**src/rtl/camera_pkg.sv**
```systemverilog
// rtl/camera_pkg.sv - shared camera types, readout state encoding and default timing
//
// Contents:
//   readout_state_t  row-readout sequencer states (3-bit encoding)
//   NRE_INACTIVE     all-ones row-enable pattern, sliced to the array width by users
//   DEF_*            default readout timing, also used by the camera control FSM
//   cnt_max          larger of two cycle counts, used to size phase counters
package camera_pkg;

    typedef enum logic [2:0] {
        RD_IDLE      = 3'd0,
        RD_WAIT_SINK = 3'd1,
        RD_SELECT    = 3'd2,
        RD_CONVERT   = 3'd3,
        RD_RELEASE   = 3'd4,
        RD_DONE      = 3'd5
    } readout_state_t;

    localparam int MAX_ROWS = 64;
    localparam logic [MAX_ROWS-1:0] NRE_INACTIVE = '1;

    localparam int DEF_NUM_ROWS      = 2;
    localparam int DEF_SETTLE_CYCLES = 1;
    localparam int DEF_ADC_CYCLES    = 1;

    function automatic int cnt_max(input int a, input int b);
        return (a > b) ? a : b;
    endfunction

endpackage

```
**src/rtl/phase_counter.sv**
```systemverilog
// rtl/phase_counter.sv - clearable up-counter with terminal-count compare
//
// Ports:
//   clk, reset   clock and synchronous active-high reset
//   clear        synchronous clear (takes priority over enable)
//   enable       count up by one
//   limit        terminal value; terminal is high while count == limit
//   count        current count
//   terminal     count has reached limit
module phase_counter #(
    parameter int CNT_W = 1
) (
    input  logic             clk,
    input  logic             reset,
    input  logic             clear,
    input  logic             enable,
    input  logic [CNT_W-1:0] limit,
    output logic [CNT_W-1:0] count,
    output logic             terminal
);

    always_ff @(posedge clk) begin
        if (reset || clear) begin
            count <= '0;
        end else if (enable) begin
            count <= count + CNT_W'(1);
        end
    end

    assign terminal = (count == limit);

endmodule

```
**src/rtl/readout_sequencer.sv**
```systemverilog
// rtl/readout_sequencer.sv - row-by-row pixel readout sequencer (NRE select, ADC strobe)
//
// Ports:
//   clk, reset   clock and synchronous active-high reset
//   start        one-cycle request from the camera FSM to begin readout
//   abort        cancel an in-progress readout, back to IDLE without pulses
//   sink_ready   downstream can accept one row; sampled only while waiting
//   nre          active-low row enables, bit i selects row i
//   adc_enable   ADC convert strobe
//   row_done     one-cycle pulse after each row conversion
//   row_idx      row currently / last addressed
//   busy         high in every state except IDLE
//   done         one-cycle pulse when all rows are read
module readout_sequencer
    import camera_pkg::*;
#(
    parameter int NUM_ROWS      = DEF_NUM_ROWS,
    parameter int SETTLE_CYCLES = DEF_SETTLE_CYCLES,
    parameter int ADC_CYCLES    = DEF_ADC_CYCLES,
    parameter int CNT_W         = $clog2(cnt_max(SETTLE_CYCLES, ADC_CYCLES) + 1),
    parameter int ROW_W         = (NUM_ROWS > 1) ? $clog2(NUM_ROWS) : 1
) (
    input  logic                clk,
    input  logic                reset,
    input  logic                start,
    input  logic                abort,
    input  logic                sink_ready,
    output logic [NUM_ROWS-1:0] nre,
    output logic                adc_enable,
    output logic                row_done,
    output logic [ROW_W-1:0]    row_idx,
    output logic                busy,
    output logic                done
);

    if (NUM_ROWS < 1 || NUM_ROWS > MAX_ROWS) begin : g_bad_rows
        $error("readout_sequencer: NUM_ROWS must be in 1..%0d", MAX_ROWS);
    end
    if (SETTLE_CYCLES < 1) begin : g_bad_settle
        $error("readout_sequencer: SETTLE_CYCLES must be >= 1");
    end
    if (ADC_CYCLES < 1) begin : g_bad_adc
        $error("readout_sequencer: ADC_CYCLES must be >= 1");
    end

    localparam logic [ROW_W-1:0] LAST_ROW   = ROW_W'(NUM_ROWS - 1);
    localparam logic [CNT_W-1:0] SETTLE_LIM = CNT_W'(SETTLE_CYCLES - 1);
    localparam logic [CNT_W-1:0] ADC_LIM    = CNT_W'(ADC_CYCLES - 1);

    readout_state_t   state_q, state_d;
    logic [ROW_W-1:0] row_q, row_d;
    logic [CNT_W-1:0] cnt_limit;
    logic [CNT_W-1:0] cnt_value;
    logic             cnt_clear;
    logic             cnt_enable;
    logic             cnt_tc;
    logic             row_active;

    always_ff @(posedge clk) begin
        if (reset) begin
            state_q <= RD_IDLE;
            row_q   <= '0;
        end else begin
            state_q <= state_d;
            row_q   <= row_d;
        end
    end

    always_comb begin
        state_d   = state_q;
        row_d     = row_q;
        cnt_limit = '0;
        case (state_q)
            RD_IDLE: begin
                if (start && !abort) begin
                    state_d = RD_WAIT_SINK;
                    row_d   = '0;
                end
            end
            RD_WAIT_SINK: begin
                if (sink_ready) begin
                    state_d = RD_SELECT;
                end
            end
            RD_SELECT: begin
                cnt_limit = SETTLE_LIM;
                if (cnt_tc) begin
                    state_d = RD_CONVERT;
                end
            end
            RD_CONVERT: begin
                cnt_limit = ADC_LIM;
                if (cnt_tc) begin
                    state_d = RD_RELEASE;
                end
            end
            RD_RELEASE: begin
                if (row_q == LAST_ROW) begin
                    state_d = RD_DONE;
                end else begin
                    row_d   = row_q + ROW_W'(1);
                    state_d = RD_WAIT_SINK;
                end
            end
            RD_DONE: begin
                state_d = RD_IDLE;
            end
            default: begin
                state_d = RD_IDLE;
            end
        endcase
        // Abort overrides every transition out of a running state.
        if (abort && state_q != RD_IDLE) begin
            state_d = RD_IDLE;
        end
    end

    // The counter restarts on every state change so each phase counts from zero.
    assign cnt_clear  = (state_d != state_q);
    assign cnt_enable = (state_q == RD_SELECT) || (state_q == RD_CONVERT);

    phase_counter #(
        .CNT_W (CNT_W)
    ) u_phase_counter (
        .clk      (clk),
        .reset    (reset),
        .clear    (cnt_clear),
        .enable   (cnt_enable),
        .limit    (cnt_limit),
        .count    (cnt_value),
        .terminal (cnt_tc)
    );

    assign row_active = (state_q == RD_SELECT) || (state_q == RD_CONVERT);

    always_comb begin
        nre = NRE_INACTIVE[NUM_ROWS-1:0];
        for (int i = 0; i < NUM_ROWS; i++) begin
            if (row_active && row_q == ROW_W'(i)) begin
                nre[i] = 1'b0;
            end
        end
    end

    assign adc_enable = (state_q == RD_CONVERT);
    assign row_done   = (state_q == RD_RELEASE);
    assign done       = (state_q == RD_DONE);
    assign busy       = (state_q != RD_IDLE);
    assign row_idx    = row_q;

endmodule

```
**config.mk**
```make
export PLATFORM = sky130hd
export DESIGN_NAME = readout_sequencer
export DESIGN_NICKNAME = d
export VERILOG_FILES = /design/src/rtl/camera_pkg.sv /design/src/rtl/phase_counter.sv /design/src/rtl/readout_sequencer.sv
export SDC_FILE = /design/constraint.sdc
export NUM_CORES = 1
export LEC_CHECK = 0
export ABC_CLOCK_PERIOD_IN_PS = 2000
export CORE_AREA = 2 2 39 41
export CTS_BUF_LIST = sky130_fd_sc_hd__clkbuf_8 sky130_fd_sc_hd__clkbuf_16
export CTS_CLUSTER_SIZE = 28
export DETAILED_ROUTE_END_ITERATION = 8
export DIE_AREA = 0 0 41 43
export PLACE_DENSITY_LB_ADDON = 0.2
export SKIP_LAST_GASP = 1
export SLEW_MARGIN = 10
export SYNTH_ARGS = -nofsm -noshare
export SYNTH_HDL_FRONTEND = slang
export SYNTH_HIERARCHICAL = 1
export SYNTH_SLANG_ARGS = --single-unit
```
**constraint.sdc**
```tcl
create_clock -name clk -period 2 [get_ports clk]
set_clock_uncertainty 0.15 [all_clocks]
set_input_delay 0.2 -clock clk [delete_from_list [all_inputs] [get_ports clk]]
set_output_delay 0.2 -clock clk [all_outputs]
set_load 0.02 [all_outputs]
```
# After elaboration in Yosys (flattened, before gate mapping)
# Cells that the tools add are included.
[totals] output_inout_bits=7 ff_bits=5 wordCells=36 input_bits=5
[op_classes] n_reduce_logical=11 bitwise_logic=1 addsub=2 eq_ne=7 mux=12
[ops] operator="2-to-1 mux 3 bit" count=6
[ops] operator="case mux 3 bit (5 select lines)" count=1
[ops] operator="equality test 3 x 2 -> 1 bit (second input constant)" count=2
[ops] operator="equality test 3 bit (second input constant)" count=2
[ops] operator="logical AND 1 bit" count=4
[ops] operator="2-to-1 mux 1 bit" count=4
[ops] operator="equality test 3 x 1 -> 1 bit (second input constant)" count=1
[ops] operator="zero test 3 bit" count=1
[ops] operator="!= test 3 bit" count=1
[ops] operator="nonzero test 3 bit" count=1
[ops] operator="adder 1 bit (second input constant)" count=2
[ops] operator="logical OR 1 bit" count=2
[ops] operator="!= test 2 bit (second input constant)" count=1
[ops] operator="case mux 1 bit (2 select lines)" count=1
[ops] operator="AND reduction 2 bit" count=1
[ops] operator="nonzero test 2 bit" count=1
[ops] operator="zero test 1 bit" count=1
[ops] operator="inverter 1 bit" count=1

# Longest topological paths before layout
# Gate-level depths: netlist of the first run.
[depth] word_depth=7 depth_mapped=6 ltp_nobuf=6

# Cells and area by module
# Netlist of the first run, hierarchy kept.
[modules_own_cells] mod="readout_sequencer" area_each_um2=302.8 instances=1 cells_each=41 seq_area_each_um2=80.1
[modules_own_cells] mod="phase_counter" area_each_um2=47.5 instances=1 cells_each=4 seq_area_each_um2=20.0

# Worst setup path after synthesis of the first run
# Ideal clock, no wire load.
[synth_path] path_type="register to register" startpoint="register u_phase_counter.count" endpoint="register u_phase_counter.count" required_ns=1.730 n_path_buf=0 period_less_slack_ns=1.571 arrival_time_ns=1.301 setup_ns=0.120 setup_slack_ns=0.429 stages_incl_launch_ff=7 path_cell_list="dfxtp_1 -> xnor2_1 -> nand3b_1 -> o21ai_0 -> a22oi_2 -> mux2i_1 -> nor3_2"
[synth_via] elab_chain_len=5 elab_cells_between_ends=7 classes_between="1 x add/sub; 1 x eq/ne; 4 x mux; 1 x reduce/logical"
[synth_lines] item="start, declared" line_no="phase_counter.sv:18" text="output logic [CNT_W-1:0] count,"
[synth_lines] item="start signal, assigned" line_no="phase_counter.sv:26" text="count <= count + CNT_W'(1);"
[synth_lines] item="2-to-1 mux 3 bit, on equally long branches" line_no="readout_sequencer.sv:93, readout_sequencer.sv:87"
[synth_lines] item="case mux 3 bit (5 select lines) *" line_no="readout_sequencer.sv:73" text="case (state_q)"
[synth_lines] item="2-to-1 mux 3 bit *" line_no="readout_sequencer.sv:113" text="if (abort && state_q != RD_IDLE) begin"
[synth_lines] item="!= test 3 bit *" line_no="readout_sequencer.sv:119" text="assign cnt_clear = (state_d != state_q);"
[synth_lines] item="via cnt_clear" line_no="readout_sequencer.sv:54" text="logic cnt_clear;"
[synth_lines] item="logical OR 1 bit *" line_no="phase_counter.sv:23" text="if (reset || clear) begin"
# Mark *: on every way through the listed nets, which the timed path passes. The rest lies on a longest branch.
# A chain may end at the register's enable or synchronous reset.

# Worst setup path in the final report of the first run
[layout_path] startpoint="register state_q[0]" endpoint="output row_done"
[layout_via] elab_chain_len=1
[layout_lines] item="start, declared" line_no="readout_sequencer.sv:50" text="readout_state_t state_q, state_d;"
[layout_lines] item="start signal, assigned" line_no="readout_sequencer.sv:64" text="state_q <= state_d;"
[layout_lines] item="equality test 3 bit" line_no="readout_sequencer.sv:146" text="assign row_done = (state_q == RD_RELEASE);"
[layout_lines] item="end, declared" line_no="readout_sequencer.sv:30" text="output logic row_done,"
# Every way passes these cells.

==> results of run 1 <==
## area by class of cell
| cell class | count | area, µm² |
|---|---|---|
| clock buffers | 3 | 41.3 |
| clock inverters | 1 | 3.75 |
| fillers | 157 | 866 |
| multi-input cells | 38 | 238 |
| flip-flops and latches | 5 | 103 |
| well taps | 16 | 20.0 |
| repair buffers | 11 | 113 |
## logic make-up (layout without fill, tap and decap cells)
logic type / after synthesis / in the layout / share of synthesized area [%]
and+or+nand+nor: 24 / 24 / 39.6
DFF: 5 / 5 / 28.6
other: 1 / 1 / 1.07
AOI/OAI and AO/OA: 9 / 9 / 16.4
muxes: 2 / 2 / 5.71
xor gates and xnor gates: 2 / 2 / 5.00
buffers and inverters: 2 / 15 / 3.57
## stage by stage
step | cells | area, µm² | util (%) | setup slack, ns | power (W)
after floorplan | 45 | 350 | - | 0.429 | 0.000140
after global placement | 70 | 468 | 33.8 | 0.198 | 0.000161
after detailed placement | 70 | 468 | 33.8 | 0.184 | 0.000159
after CTS | 74 | 514 | 37.2 | 0.000281 | 0.000340
after global routing | 74 | 518 | 37.4 | 0.00464 | 0.000356
final | 74 | 518 | 37.4 | 0.0664 | 0.000335
## worst paths after layout
kind	startpoint	end	slack, ns	cells past startpoint
worst max register to register	u_phase_counter/count$_SDFFE_PP0P_	u_phase_counter/count$_SDFFE_PP0P_	0.23	6
worst min-delay path	state_q[2]$_SDFF_PP0_	state_q[1]$_SDFF_PP0_	0.36	1
worst max-delay path	state_q[0]$_SDFF_PP0_	row_done	0.07	3
worst min register to register	state_q[2]$_SDFF_PP0_	state_q[1]$_SDFF_PP0_	0.36	1
## placed cells by master, fill, tap and decap left out, drive strengths merged
master | synthesis | layout
conb | 1 | 1
nor2 | 8 | 8
nor3 | 2 | 2
o21ai | 1 | 1
inv | 0 | 1
a221oi | 1 | 1
and2 | 2 | 2
o22ai | 1 | 1
nor4 | 1 | 1
and3b | 2 | 2
nand3b | 2 | 2
and2b | 1 | 1
dlymetal6s2s | 0 | 1
xnor2 | 2 | 2
nand2 | 3 | 3
dfxtp | 5 | 5
a21oi | 5 | 5
mux2i | 2 | 2
nand2b | 2 | 2
or3 | 1 | 1
clkbuf | 0 | 3
a22oi | 1 | 1
clkdlybuf4s50 | 0 | 10
## per-layer routing
metal	vias to the layer above	share of wire (%)	routed length, µm
met4	0	0	0
met1	165	48	393
met5	-	0	0
met3	0	5.9	49
met2	9	46	383
li1	185	-	-
## registers in the layout, summed over array words and instances, names as in the netlist
signal and flops:
u_phase_counter/count 1, row_idx 1, state_q 3
## where the power goes
group	internal, W	switching, W	total [W]	leakage (nW)
combinational	0.0000248	0.0000242	0.0000490	0.138
clock	0.000131	0.0000460	0.000177	0.0269
sequential	0.000103	0.00000582	0.000109	0.0415
total	0.000259	0.0000760	0.000335	0.206
## timing repair
action	CTS	global route
endpoints found under the setup margin	1	4
gates resized for setup	1	2
hold buffers	0	0
==> results.sh, run 1 <==
export IMPL_status="completed"
export IMPL_grt_max_degree=13
export IMPL_clock_latency_ns=0.22
export IMPL_synth_most_common_cell="nor2_1"
export IMPL_h_tree_depth=1
export IMPL_worstPathMaxFanout=11
export IMPL_vias_per_cell=4.85
export IMPL_max_vdd_ir_drop_mv=0.250
export IMPL_grt_pass1_wl_um=1320
export IMPL_cts_tree="yes"
export IMPL_cp_required_ns=1.65
export IMPL_die_area_um2=1760
export IMPL_power_density_nw_per_um2=647
export IMPL_cts_buffers=3
export IMPL_setup_violations_final=0
export IMPL_busiest_layer="met2"
export IMPL_synthesis_area_um2=350
export IMPL_syn_num_nets=50
export IMPL_hold_viol=0
export IMPL_io_buffer_count=11
export IMPL_core_area_um2=1380
export IMPL_start_util_pct=25.3
export IMPL_finalCritPeriodShare_pct=96.7
export IMPL_whs_ns=0.356
export IMPL_fmax_mhz=517
export IMPL_use_met1_pct=13.2
export IMPL_ys_types=24
export IMPL_num_antenna_cells=0
export IMPL_drc=0
export IMPL_antenna_found_initial=0
export IMPL_synth_seq_area_share_pct=28.6
export IMPL_syn_to_final_growth_pct=47.9
export IMPL_clockRootBuffer="clkbuf_8"
export IMPL_p_leak_nw=0.206
export IMPL_synth_edff_count=0
export IMPL_period_minus_slack_ns=1.93
export IMPL_cts_max_path_buffers=2
export IMPL_hold_path_class="register to register"
export IMPL_critPathBufInv=1
export IMPL_die_x_um=41
export IMPL_drtIter0Drc=9
export IMPL_overflow=0
export IMPL_yosysTopAreaCell="dfxtp_1"
export IMPL_rsz0062_at_grt="false"
export IMPL_wl_per_cell_um=11.2
export IMPL_first_global_vias=326
export IMPL_drtPass1Iterations=2
export IMPL_startpoint_type="register"
export IMPL_post_cts_buffers=0
export IMPL_path_cells="nor2_1 -> and2_2 -> clkdlybuf4s50_1"
export IMPL_finalSetupTns_ns=0
export IMPL_ys_flop_type="dfxtp_1"
export IMPL_ant_nets=0
export IMPL_fin_nets=64
export IMPL_syn_inst=45
export IMPL_fp_dieH_um=43
export IMPL_synthTopCellsByCount="8 x nor2_1, 5 x a21oi_1, 5 x dfxtp_1"
export IMPL_drive_gt1_share_pct=19.0
export IMPL_pin_count=12
export IMPL_slew_violations=0
export IMPL_cts_sinks=5
export IMPL_num_rows=14
export IMPL_netlist_area_leader_share_pct=28.6
export IMPL_cap_violations=0
export IMPL_cpMaxStageDelayCell="clkdlybuf4s50_1"
export IMPL_worst_path_largest_cell_delay_ns=0.53
export IMPL_cp_arrival_ns=1.58
export IMPL_vias=359
export IMPL_yosys_top_cells_area="dfxtp_1 29%, nor2_1 8.6%, a21oi_1 7.1%"
export IMPL_async_flop_share_pct=0
export IMPL_path_class="register to output port"
export IMPL_grt_use_met2_pct=16.3
export IMPL_syn_area_per_cell_um2=7.79
export IMPL_grt_use_met3_pct=5.24
export IMPL_synth_warnings=6
export IMPL_gp_congestion=0.700
export IMPL_cpLargestDelayFamily="buffers and inverters"
export IMPL_ys_ff_latch=5
export IMPL_track_usage_pct=11.0
export IMPL_clkTransAtPathRegs_ns=0.04
export IMPL_endpoint_kind="output port"
export IMPL_routed_wl_um=827
Note: power is estimated with default switching activity, not from simulation.
==> run 2, diff against run 1 <==
CAP_MARGIN = 25   (was not set)
==> results of run 2 <==
No change in the layout: final DEF, timing and power equal those of run 1.
==> run 3, diff against run 2 <==
ABC_AREA = 1   (was not set)
==> results.sh, run 3 <==
export IMPL_status="completed"
export IMPL_synth_seq_area_share_pct=25.2
export IMPL_path_cells="inv_1 -> nor2_4 -> nand2_1 -> clkdlybuf4s50_1"
export IMPL_worstHoldEndpoint="row_idx$_SDFFE_PP0P_"
export IMPL_synth_warnings=6
export IMPL_grt_max_degree=8
export IMPL_grt_use_met2_pct=15.0
export IMPL_busiest_layer="met1"
export IMPL_dpl_hpwl_um=685
export IMPL_cpMaxStageDelayCell="clkdlybuf4s50_1"
export IMPL_netlist_area_leader_share_pct=25.2
export IMPL_pwr_share_comb_pct=21.4
export IMPL_ant_nets=0
export IMPL_fin_nets=87
export IMPL_cp_required_ns=1.65
export IMPL_rrSetupSlack_ns=0.35
export IMPL_finalCritPeriodShare_pct=95.1
export IMPL_r2r_start="state_q[1]$_SDFF_PP0_"
export IMPL_hp_start="row_idx$_SDFFE_PP0P_"
export IMPL_largest_register="state_q"
export IMPL_max_vdd_ir_drop_mv=0.364
export IMPL_reg2reg_to="u_phase_counter/count$_SDFFE_PP0P_"
export IMPL_die_x_um=41
export IMPL_p_clk_share_pct=48.7
export IMPL_ys_types=17
export IMPL_fp_dieH_um=43
export IMPL_grt_pass1_wl_um=1390
export IMPL_worstPathMaxFanout=7
export IMPL_period_minus_slack_ns=1.90
export IMPL_worst_path_largest_cell_delay_ns=0.53
export IMPL_final_cells=97
export IMPL_placed_cell_area_um2=528
export IMPL_vias_per_cell=4.32
export IMPL_p_leak_nw=0.312
export IMPL_use_met1_pct=16.3
export IMPL_yosys_top_cells_area="dfxtp_1 25%, nand2_1 15%, nand3_1 11%"
export IMPL_clockRootBuffer="clkbuf_8"
export IMPL_largest_reg_flops=3
export IMPL_die_area_um2=1760
export IMPL_antenna_found_initial=0
export IMPL_p_sw_w=0.0000957
export IMPL_num_antenna_cells=0
export IMPL_cts_resized=0
export IMPL_postLayoutCellArea_um2=578
export IMPL_track_usage_pct=11.7
export IMPL_post_cts_buffers=0
export IMPL_cts_max_path_buffers=2
export IMPL_gp_congestion=0.724
export IMPL_overflow=0
export IMPL_pre_cts_ws_ns=0.266
export IMPL_cts_sinks=5
export IMPL_hold_viol=0
export IMPL_ctsHoldBuffers=0
export IMPL_final_common_cell="nand2_1"
export IMPL_synthesis_area_um2=398
export IMPL_power_density_nw_per_um2=630
export IMPL_cts_buffers=3
export IMPL_syn_num_nets=71
export IMPL_sw_frac_of_total_pct=26.3
export IMPL_grt_use_met3_pct=3.14
export IMPL_clock_latency_ns=0.22
export IMPL_synth_edff_count=0
export IMPL_setup_slack_ns=0.0988
export IMPL_routed_wl_um=852
export IMPL_cts_tree="yes"
export IMPL_hold_path_class="register to register"
export IMPL_slew_violations=0
export IMPL_dp_cells=93
export IMPL_drtPass1Iterations=5
export IMPL_setup_violations_final=0
export IMPL_wl_per_cell_um=8.78
export IMPL_min_path_cells=2
export IMPL_clkTransAtPathRegs_ns=0.03
export IMPL_path_class="register to output port"
export IMPL_syn_inst=66
export IMPL_h_tree_depth=1
export IMPL_cpLargestDelayFamily="buffers and inverters"
export IMPL_final_core_util_pct=41.8
export IMPL_cp_arrival_ns=1.55
export IMPL_async_flop_share_pct=0
export IMPL_num_rows=14
export IMPL_drive_gt1_share_pct=21.0
export IMPL_multi_input_area_um2=264
export IMPL_yosysTopAreaCell="dfxtp_1"
export IMPL_fillers=145
export IMPL_core_area_um2=1380
export IMPL_io_buffer_count=11
export IMPL_cap_violations=0
export IMPL_rsz0062_at_grt="false"
export IMPL_seqCellArea_um2=100
export IMPL_pin_count=12
export IMPL_start_util_pct=28.8
export IMPL_ys_flop_type="dfxtp_1"
export IMPL_finalSetupTns_ns=0
export IMPL_power_frac_seq_pct=29.9
export IMPL_reg2reg_depth=12
export IMPL_drtIter0Drc=14
export IMPL_vias=419
export IMPL_synth_most_common_cell="nand2_1"
export IMPL_final_cell_mix="16 x nand2_1, 10 x nor2_1, 9 x nand3_1, 9 x clkdlybuf4s50_1, 8 x inv_1"
export IMPL_fmax_mhz=526
export IMPL_endpoint_kind="output port"
export IMPL_synthTopCellsByCount="16 x nand2_1, 10 x nor2_1, 9 x nand3_1"
export IMPL_syn_area_per_cell_um2=6.03
export IMPL_drc=0
export IMPL_startpoint_type="register"
export IMPL_first_global_vias=355
export IMPL_ys_ff_latch=5
export IMPL_syn_to_final_growth_pct=45.3
export IMPL_p_int_w=0.000268
export IMPL_critPathBufInv=2
[run 3: cell types whose count changed after synthesis, moves of 4 or more]
cell,previous run,this run
a21oi_1,5,1
inv_1,0,7
nand2_1,3,16
nand3_1,0,9
nand2_2,0,6
[run 3: power by group through the flow]
stage / clock network [W] / logic [W] / registers [W]
3_5_place_dp: 0 / 0.0000784 / 0.000110
3_3_place_gp: 0 / 0.0000791 / 0.000110
2_1_floorplan: 0 / 0.0000533 / 0.000109
4_1_cts: 0.000184 / 0.0000788 / 0.000109
6_report: 0.000177 / 0.0000781 / 0.000109
5_1_grt: 0.000193 / 0.0000869 / 0.000110
[run 3: layer usage]
metal	vias up	share of wire, %
li1	235	-
met1	168	52
met2	14	40
met3	2	7.0
met4	0	1.2
met5	-	0
[run 3: cell type report]
class / instances / area share [%]
well taps: 16 / 3.46
clock inverters: 1 / 0.649
clock buffers: 3 / 7.14
repair buffers: 11 / 19.9
inverters: 9 / 5.84
flip-flops and latches: 5 / 17.3
multi-input cells: 52 / 45.7
[run 3: metrics by stage]
| stage | power, W | hold WS, ns |
|---|---|---|
| floorplan | 0.000163 | 0.119 |
| global placement | 0.000189 | 0.359 |
| detailed placement | 0.000189 | 0.350 |
| CTS | 0.000372 | 0.358 |
| global route | 0.000389 | 0.399 |
| finish | 0.000364 | 0.354 |
[run 3: kinds of logic after synthesis]
| group | Yosys count | share of synthesized area, % |
|---|---|---|
| other | 1 | 0.942 |
| AND/OR/NAND/NOR | 47 | 56.9 |
| flip-flops | 5 | 25.2 |
| AO/OA/AOI/OAI | 3 | 6.29 |
| XOR/XNOR | 1 | 2.20 |
| buffers and inverters | 9 | 8.49 |
[run 3: how the worst max path moves through the flow]
stage / from / to / slack, ns / cells past startpoint
floorplan: state_q[1]$_SDFF_PP0_ / u_phase_counter/count$_SDFFE_PP0P_ / 0.42 / 12
global placement: state_q[2]$_SDFF_PP0_ / done / 0.27 / 3
detailed placement: state_q[2]$_SDFF_PP0_ / done / 0.27 / 3
CTS: state_q[2]$_SDFF_PP0_ / done / 0.03 / 3
global route: state_q[1]$_SDFF_PP0_ / adc_enable / 0.005 / 3
finish: state_q[1]$_SDFF_PP0_ / nre[0] / 0.1 / 4
[run 3: worst reg2reg max path, cell delays in order (launching register included)]
cell and delay (ns):
dfxtp_1 0.45, inv_1 0.13, nor2_4 0.16, o21ai_2 0.08, nand2_2 0.08, nand2_2 0.05, nand2_1 0.05, nand2_1 0.05
nor2_1 0.08, nand3_1 0.07, nor2_1 0.11, nand2_1 0.06, nor2_1 0.09
